==> config.mk <==
export PLATFORM = sky130hd
export DESIGN_NAME = matraptor_row_dispatcher
export DESIGN_NICKNAME = d
export VERILOG_FILES = /design/src/rtl/matraptor_row_dispatcher.sv
export SDC_FILE = /design/constraint.sdc
export NUM_CORES = 1
export LEC_CHECK = 0
export CAP_MARGIN = 20
export CORE_MARGIN = 3
export CORE_UTILIZATION = 48
export CTS_CLUSTER_DIAMETER = 100
export CTS_CLUSTER_SIZE = 40
export DETAILED_ROUTE_END_ITERATION = 7
export PLACE_DENSITY = 0.95
export SLEW_MARGIN = 20
export SYNTH_ARGS = -nofsm -noshare
export SYNTH_HDL_FRONTEND = slang
export SYNTH_SLANG_ARGS = --single-unit
==> constraint.sdc <==
create_clock -name clk -period 5.4 [get_ports clk]
set_input_delay 1.08 -clock clk [delete_from_list [all_inputs] [get_ports clk]]
set_output_delay 1.08 -clock clk [all_outputs]
set_load 0.02 [all_outputs]
==> src/rtl/matraptor_row_dispatcher.sv <==
// Row-level scheduler between the row-sorted triple stream and the MatRaptor PEs.
// Each new row is given to the next free PE in round-robin order. Its entries are
// forwarded through a one-entry hold register. An entry is released only when its
// successor is visible, because that is how the row's last entry is recognised.
// The block tracks PE occupancy and pulses all_done once a whole matrix has been
// dispatched and every PE has gone idle.
module matraptor_row_dispatcher #(
    parameter int DATA_W  = 32,
    parameter int IDX_W   = 16,
    parameter int NUM_PES = 4
) (
    input  logic                clk,
    input  logic                rst_n,
    input  logic                in_valid,
    output logic                in_ready,
    input  logic [DATA_W-1:0]   in_val,
    input  logic [IDX_W-1:0]    in_row,
    input  logic [IDX_W-1:0]    in_col,
    input  logic                in_last,
    output logic [NUM_PES-1:0]  pe_valid,
    input  logic [NUM_PES-1:0]  pe_ready,
    output logic [DATA_W-1:0]   pe_val,
    output logic [IDX_W-1:0]    pe_row,
    output logic [IDX_W-1:0]    pe_col,
    output logic                pe_last,
    input  logic [NUM_PES-1:0]  pe_row_done,
    output logic [NUM_PES-1:0]  pe_busy,
    output logic [IDX_W:0]      rows_dispatched,
    output logic                all_done,
    output logic                err_order
);

    localparam int PTR_W = (NUM_PES > 1) ? $clog2(NUM_PES) : 1;

    localparam logic [1:0] S_ASSIGN = 2'd0;
    localparam logic [1:0] S_STREAM = 2'd1;
    localparam logic [1:0] S_DRAIN  = 2'd2;

    logic [1:0]         r_state;
    logic [DATA_W-1:0]  r_hold_val;
    logic [IDX_W-1:0]   r_hold_row;
    logic [IDX_W-1:0]   r_hold_col;
    logic               r_hold_last;
    logic               r_hold_v;
    logic [PTR_W-1:0]   r_cur_pe;
    logic [PTR_W-1:0]   r_rr_ptr;
    logic [NUM_PES-1:0] r_busy;
    logic [IDX_W:0]     r_rows;
    logic               r_err_order;
    logic               r_all_done;

    logic [NUM_PES-1:0] w_free;
    logic [PTR_W-1:0]   w_sel;
    logic               w_any_free;
    logic [PTR_W:0]     w_idx;
    logic [PTR_W:0]     w_sel_inc;
    logic [PTR_W-1:0]   w_rr_next;
    logic               w_in_ready;
    logic [NUM_PES-1:0] w_pe_valid;
    logic               w_pe_last;
    logic               w_hs;
    logic [NUM_PES-1:0] w_busy_set;

    // Round-robin search for the first free PE, starting at r_rr_ptr and wrapping.
    always_comb begin
        w_free     = ~r_busy;
        w_sel      = r_rr_ptr;
        w_any_free = 1'b0;
        w_idx      = '0;
        for (int k = 0; k < NUM_PES; k++) begin
            w_idx = {1'b0, r_rr_ptr} + (PTR_W+1)'(k);
            if (w_idx >= (PTR_W+1)'(NUM_PES)) begin
                w_idx = w_idx - (PTR_W+1)'(NUM_PES);
            end else begin
                w_idx = w_idx;
            end
            if (!w_any_free && w_free[w_idx[PTR_W-1:0]]) begin
                w_sel      = w_idx[PTR_W-1:0];
                w_any_free = 1'b1;
            end else begin
                w_any_free = w_any_free;
            end
        end
    end

    // Pointer to the PE after the selected one. This is where the next search starts.
    always_comb begin
        w_sel_inc = {1'b0, w_sel} + {{PTR_W{1'b0}}, 1'b1};
        if (w_sel_inc >= (PTR_W+1)'(NUM_PES)) begin
            w_rr_next = '0;
        end else begin
            w_rr_next = w_sel_inc[PTR_W-1:0];
        end
    end

    // Upstream/PE handshake decode. All handshakes are held off while in reset.
    always_comb begin
        w_in_ready = 1'b0;
        w_pe_valid = '0;
        w_pe_last  = 1'b0;
        w_hs       = 1'b0;
        if (!rst_n) begin
            w_in_ready = 1'b0;
        end else begin
            case (r_state)
                S_ASSIGN: begin
                    w_in_ready = w_any_free;
                end
                S_STREAM: begin
                    w_pe_last = r_hold_last || (in_row != r_hold_row);
                    if (r_hold_v && (r_hold_last || in_valid)) begin
                        w_pe_valid[r_cur_pe] = 1'b1;
                        w_hs                 = pe_ready[r_cur_pe];
                    end else begin
                        w_hs = 1'b0;
                    end
                    w_in_ready = w_hs && !w_pe_last;
                end
                S_DRAIN: begin
                    w_in_ready = 1'b0;
                end
                default: begin
                    w_in_ready = 1'b0;
                end
            endcase
        end
    end

    // Occupancy bit to set when a new row is handed to the selected PE.
    always_comb begin
        w_busy_set = '0;
        if ((r_state == S_ASSIGN) && in_valid && w_in_ready) begin
            w_busy_set[w_sel] = 1'b1;
        end else begin
            w_busy_set = '0;
        end
    end

    // Dispatcher state, hold register, occupancy and status counters.
    always_ff @(posedge clk) begin
        if (!rst_n) begin
            r_state     <= S_ASSIGN;
            r_hold_val  <= '0;
            r_hold_row  <= '0;
            r_hold_col  <= '0;
            r_hold_last <= 1'b0;
            r_hold_v    <= 1'b0;
            r_cur_pe    <= '0;
            r_rr_ptr    <= '0;
            r_busy      <= '0;
            r_rows      <= '0;
            r_err_order <= 1'b0;
            r_all_done  <= 1'b0;
        end else begin
            r_all_done <= 1'b0;
            // The selected PE is always free, so its set and clear never collide.
            r_busy     <= (r_busy & ~pe_row_done) | w_busy_set;
            case (r_state)
                S_ASSIGN: begin
                    if (in_valid && w_in_ready) begin
                        r_hold_val  <= in_val;
                        r_hold_row  <= in_row;
                        r_hold_col  <= in_col;
                        r_hold_last <= in_last;
                        r_hold_v    <= 1'b1;
                        r_cur_pe    <= w_sel;
                        r_rr_ptr    <= w_rr_next;
                        r_rows      <= r_rows + {{IDX_W{1'b0}}, 1'b1};
                        r_state     <= S_STREAM;
                    end
                end
                S_STREAM: begin
                    if (w_hs) begin
                        if (!r_hold_last && in_valid && (in_row < r_hold_row)) begin
                            r_err_order <= 1'b1;
                        end
                        if (!w_pe_last) begin
                            r_hold_val  <= in_val;
                            r_hold_row  <= in_row;
                            r_hold_col  <= in_col;
                            r_hold_last <= in_last;
                        end else begin
                            r_hold_v <= 1'b0;
                            r_state  <= r_hold_last ? S_DRAIN : S_ASSIGN;
                        end
                    end
                end
                S_DRAIN: begin
                    if (r_busy == '0) begin
                        r_all_done <= 1'b1;
                        r_rr_ptr   <= '0;
                        r_state    <= S_ASSIGN;
                    end
                end
                default: begin
                    r_state <= S_ASSIGN;
                end
            endcase
        end
    end

    assign in_ready        = w_in_ready;
    assign pe_valid        = w_pe_valid;
    assign pe_last         = w_pe_last;
    assign pe_val          = r_hold_val;
    assign pe_row          = r_hold_row;
    assign pe_col          = r_hold_col;
    assign pe_busy         = r_busy;
    assign rows_dispatched = r_rows;
    assign err_order       = r_err_order;
    assign all_done        = r_all_done & rst_n;

endmodule
**Word-level counts from Yosys, hierarchy flattened**

Cells that the tools add are included.

- Register bits after elaboration: 95
- Latch bits: 0
- Bits in writable memories: 0
- Memory bits (read-only): 0
- Output and inout bits: 93
- Word-level logic and storage cells: 147
- Memories kept: 0

- Add/sub/neg operators: 9
- Multiply operators: 0
- Divide/modulo/power cells: 0
- Order comparisons: 14
- Eq/ne operators: 8
- Shift-type cells: 0
- Multiplexer cells: 69
- Bitwise logic cells: 5
- Reduce and logical (&&, ||, !) cells: 30

Operator list:

| cell | number |
|---|---|
| two-way mux 16 bit | 6 |
| two-way mux 32 bit | 3 |
| one-hot mux 16 bit (2 select lines) | 2 |
| one-hot mux 32 bit (2 select lines) | 1 |
| two-way mux 2 bit | 15 |
| two-way mux 1 bit | 26 |
| less-than comparator 2 x 3 -> 1 bit (second input constant) | 6 |
| adder 17 x 1 -> 17 bit (second input constant) | 1 |
| less-than comparator 16 bit | 1 |
| two-way mux 4 bit | 4 |
| inequality test 16 bit | 1 |
| greater-or-equal comparator 3 bit (second input constant) | 4 |
| logical AND 1 bit | 12 |
| AND reduction 4 bit | 3 |
| binary-select mux 1 bit (select 2 bit) | 5 |
| inequality test 2 bit (second input constant) | 4 |
| NOT 4 bit | 2 |
| subtractor 2 x 1 -> 2 bit (second input constant) | 4 |
| adder 2 x 1 -> 3 bit (second input constant) | 2 |
| adder 2 x 2 -> 3 bit (second input constant) | 2 |
| one-hot mux 1 bit (2 select lines) | 3 |
| one-hot mux 2 bit (3 select lines) | 1 |
| AND reduction 3 bit | 2 |
| zero test 1 bit | 5 |
| other kinds (15) | 20 |

**Longest topological paths before layout**

- Depth in word-level cells: 20
- Depth in mapped cells: 9
- Mapped depth without buffers: 7

**Worst setup path before layout**

Ideal clock, no wire load.

- Path kind: input-to-output
- From: input port in_row[3]
- To: output port in_ready
- Data arrival time: 2.698 ns
- Setup slack: 1.622 ns
- Cell stages on the path: 6
- Buffers on the path: 1
- Path through: ha_1 nand4_1 nor4_4 a31oi_4 buf_4 nor3_1

- Word-level cells in the longest chain between the ends: 6

RTL lines:

| element | RTL line | text |
|---|---|---|
| start, declared | 17 | `input logic [IDX_W-1:0] in_row,` |
| inequality test 16 bit | 110 | `w_pe_last = r_hold_last \|\| (in_row != r_hold_row);` |
| logical OR 1 bit | 110 |  |
| zero test 1 bit | 117 | `w_in_ready = w_hs && !w_pe_last;` |
| logical AND 1 bit | 117 |  |
| one-hot mux 1 bit (2 select lines) | 105 | `case (r_state)` |
| two-way mux 1 bit | 102 | `if (!rst_n) begin` |
| end, declared | 15 | `output logic in_ready,` |

No other way between the ends.

**Worst setup path after layout**

- From: input port in_row[0]
- To: output port in_ready

The elaborated chain is that of the path after synthesis.

==> impl_results.md <==
* Synthesis-to-finish area growth at 41.4%
* Peak supply drop at 153 uV
* Final instance area at 6360 um2
* Main combinational cell family by area after synthesis: compound AO/OA/AOI/OAI gates
* Iteration-0 DRC count of the detailed router at 215
* Total of max-cap violations at 0
* Most area-consuming cells after synthesis: sky130_fd_sc_hd__dfxtp_1 42%, sky130_fd_sc_hd__a21oi_1 8.9%, sky130_fd_sc_hd__nand3_1 8.2%
* Met2 WL at 6650 um
* End of the critical path: in_ready
* Number of synthesized flops with an enable pin at 0
* Cell chosen for the clock root: sky130_fd_sc_hd__clkbuf_8
* Areal power density over the cells at 245 nW/um2
* Total Wirelength at 13600 um
* Share of the synthesized netlist area taken by xor and xnor gates at 0.0175
* NumNets Final at 781
* Stage delay of the slowest cell on the critical path at 0.67 ns
* Initial antenna violation count at 0
* Number of gates on the worst path with buffers counted at 8
* Most used flip-flop cell after synthesis: sky130_fd_sc_hd__dfxtp_1
* Largest driver fanout on the critical path at 4
* Uppermost routed layer: met4
* Clock insertion delay at the later pin of the skew report at 0.36 ns
* Area of the die at 10600 um2
* Fraction of final layout cells with drive strength greater than 1 at 0.0464
* Result of the run: finished, final reports clean
* Tightest Pin Transition at 1.05 ns
* Crit path top cell by count: sky130_fd_sc_hd__clkdlybuf4s50_1
* Resized Gates After CTS at 0
* First-pass DRT Iterations at 5
* Vias in the first global route at 4550
* Total number of placement rows at 34
* WL per Instance at 17.1 um
* Horizontal die dimension at 103 um
* CTS H-Tree Depth at 3
* Data arrival time at the worst-slack endpoint at 3.47 ns
* Number of diodes at 0
* Critical Path End Type: output pin
* Unique masters post-synth at 52
* Post-synthesis area per instance at 8.30 um2
* Startpoint of the most critical setup path: in_row[0]
* Vias at 4617
* Kind of critical path: in2out
* Relative slew margins at 0.294
* Post-detailed-route count of antenna-violating nets at 0
* Via density per instance at 5.79
* Initial core utilization at 0.506
* Portion of the post-synthesis area used by sequential elements at 0.423
* Clock tree from TritonCTS: built
* Startpoint of the lowest-slack register-to-register path: pe_row[3]$_SDFFE_PN0P_
* Static power due to leakage at 2.18 nW
* Total global routing track utilization at 0.252
* R2R cell count at 8
* Post-synthesis share of cell area spent on and, or, nand and nor gates at 0.201
* Placed wire-length estimate at 9430 um
* WP data required at 4.32 ns
* CTS sink cnt at 95
* Overall overflow remaining after global route at 0
* Area share of the leading cell type in the synthesized netlist at 0.423
* Synthesis-stage register bit count at 95
* Fraction of the mapped netlist area in compound gates at 0.210
* Wire length of the first global-routing pass at 21400 um
* Total Negative Setup Slacks at 0 ns
* Gate family responsible for the most delay along the worst path: buffers and inverters
* Dominant cell type by area after synthesis: sky130_fd_sc_hd__dfxtp_1
* Total length of routed met3 wires at 1120 um
* Yosys synthesis warning count at 0
* RSZ-0062 raised after global routing: false
* Number of setup buffers added after CTS at 0
* Final clock skew at 0.0151 ns
* Maximum number of pins on one net before global-route repair at 89
* Y dimension of the die at 103 um
* Count of boundary I/O pins at 169
* Port Buf Inserts at 168
* Period utilisation layout at 0.843
* Fraction of the mapped netlist area in adder cells at 0.0584
* Inserted Clock Buffers at 9
* Filler cell count in the final layout at 655
* Capturing point of the worst reg2reg path: pe_col[10]$_SDFFE_PN0P_
* Met1 Routed Length at 5680 um
* Setup slack at placement at 0.895 ns
* Pins over their slew limit at 0
* Reg clk slew, reported paths at 0.10 ns
* Crit path setup slack, layout at 0.848 ns
* Maximum number of buffers from clock root to sink at 2
* Worst-case hold slack at 0.483 ns
* Min-Delay Path Class: reg2reg
* Number of cells produced by synthesis at 542
* Post-route minimum period at 4.55 ns
* Chain of cells forming the critical path: clkdlybuf4s50_1 > inv_1 > ha_1 > nand4_1 > nor4_4 > a31oi_4 > nor3_1 > clkdlybuf4s50_1
* Net count after synthesis at 639
* Buf+Inv Stages, Crit Path at 3
* Most numerous cell in the Yosys netlist: sky130_fd_sc_hd__dfxtp_1
* Final setup violation count at 0
* Portion of netlist area occupied by mux cells at 0.0161
* Crit-path slowest cell: sky130_fd_sc_hd__clkdlybuf4s50_1
* Most common library cells after synthesis: 95 x sky130_fd_sc_hd__dfxtp_1, 80 x sky130_fd_sc_hd__a21oi_1, 74 x sky130_fd_sc_hd__nand3_1
* Global placer's final weighted congestion at 0.883
* DRC violations left at 0
* Mapped cell area at 4500 um2
* # hold bufs at CTS at 0
* Area of the core at 8890 um2
* Startpoint kind of the worst setup timing path: primary input
* Maximum achievable frequency at 0.220 GHz
* Async SR Flop Fraction at 0
* Number of hold-slack violations in the final timing report at 0
* Setup slack of the worst register-to-register path at 2.55 ns
* Post-Place Cell Area at 6140 um2
## area by class of cell
| type | count | area, um2 | area share |
|---|---|---|---|
| Timing Repair Buffer | 175 | 1730 | 0.273 |
| Tap cell | 108 | 135 | 0.0212 |
| Clock inverter | 6 | 92.6 | 0.0146 |
| Multi-Input combinational cell | 377 | 2270 | 0.357 |
| Sequential cell | 95 | 1900 | 0.299 |
| Inverter | 26 | 97.6 | 0.0153 |
| Clock buffer | 10 | 128 | 0.0201 |
## logic make-up (layout without fill, tap and decap cells)
family / count (synthesis) / count (layout)
AOI/OAI and AO/OA: 172 / 172
xor gates and xnor gates: 9 / 9
adders and majority gates: 21 / 21
buffers and inverters: 70 / 217
DFF: 95 / 95
muxes: 6 / 6
and+or+nand+nor: 169 / 169
## layer usage
| metal | global-route usage | up-vias |
|---|---|---|
| met1 | 0.310 | 2198 |
| met4 | 0.0717 | 0 |
| met2 | 0.436 | 187 |
| li1 | - | 2214 |
| met5 | 0 | - |
| met3 | 0.0677 | 18 |
## stage by stage
step	util	instances	power, mW
after floorplan	-	542	0.912
after global placement	0.691	781	1.04
after detailed placement	0.691	781	1.05
after CTS	0.715	797	1.57
after global routing	0.715	797	1.62
final	0.715	797	1.56
## power by group
| part | internal [mW] | switching [mW] | total, mW |
|---|---|---|---|
| clock | 0.265 | 0.256 | 0.521 |
| sequential | 0.728 | 0.0193 | 0.747 |
| combinational | 0.137 | 0.152 | 0.289 |
## worst reg2reg max path: cells and delay by family, from the launching register on
family	cells	cell delay, ns
buffers and inverters	2	0.46
AOI/OAI and AO/OA	2	0.81
and+or+nand+nor	3	0.79
adders and majority gates	1	0.31
DFF	1	0.38
## state kept, by name, summed over array words and instances, names as in the netlist
signal	count
err_order	1
pe_busy	4
pe_col	16
pe_row	16
pe_val	32
r_all_done	1
r_cur_pe	2
r_hold_last	1
r_hold_v	1
r_rr_ptr	2
r_state	2
rows_dispatched	17
## cells in the final DEF, fill, tap and decap left out, types with 4 or more instances in the layout
cell type and count:
sky130_fd_sc_hd__clkdlybuf4s50_1 168, sky130_fd_sc_hd__dfxtp_1 95, sky130_fd_sc_hd__a21oi_1 80, sky130_fd_sc_hd__nand3_1 74, sky130_fd_sc_hd__o21ai_0 71, sky130_fd_sc_hd__inv_1 25
sky130_fd_sc_hd__ha_1 21, sky130_fd_sc_hd__nand2_1 19, sky130_fd_sc_hd__nor2_1 18, sky130_fd_sc_hd__nor3_1 14, sky130_fd_sc_hd__nand4_1 10, sky130_fd_sc_hd__clkbuf_8 9
sky130_fd_sc_hd__xnor2_1 7, sky130_fd_sc_hd__buf_4 7, sky130_fd_sc_hd__nand2b_1 6, sky130_fd_sc_hd__nor2b_1 6, sky130_fd_sc_hd__mux2i_1 5, sky130_fd_sc_hd__and4_1 4
sky130_fd_sc_hd__a21o_1 4
## how the worst min path moves through the flow
stage,from,end,slack (ns),depth (start not counted)
after floorplan,r_hold_v$_SDFFE_PN0P_,r_hold_v$_SDFFE_PN0P_,0.45,2
after global placement,rows_dispatched[16]$_SDFFE_PN0P_,rows_dispatched[16]$_SDFFE_PN0P_,0.45,1
after global routing,pe_val[6]$_SDFFE_PN0P_,pe_val[6]$_SDFFE_PN0P_,0.50,2
after detailed placement,rows_dispatched[16]$_SDFFE_PN0P_,rows_dispatched[16]$_SDFFE_PN0P_,0.47,1
after CTS,pe_val[6]$_SDFFE_PN0P_,pe_val[6]$_SDFFE_PN0P_,0.48,2
final,pe_col[5]$_SDFFE_PN0P_,pe_col[5]$_SDFFE_PN0P_,0.48,2
Power figures use the tool's default switching activity.
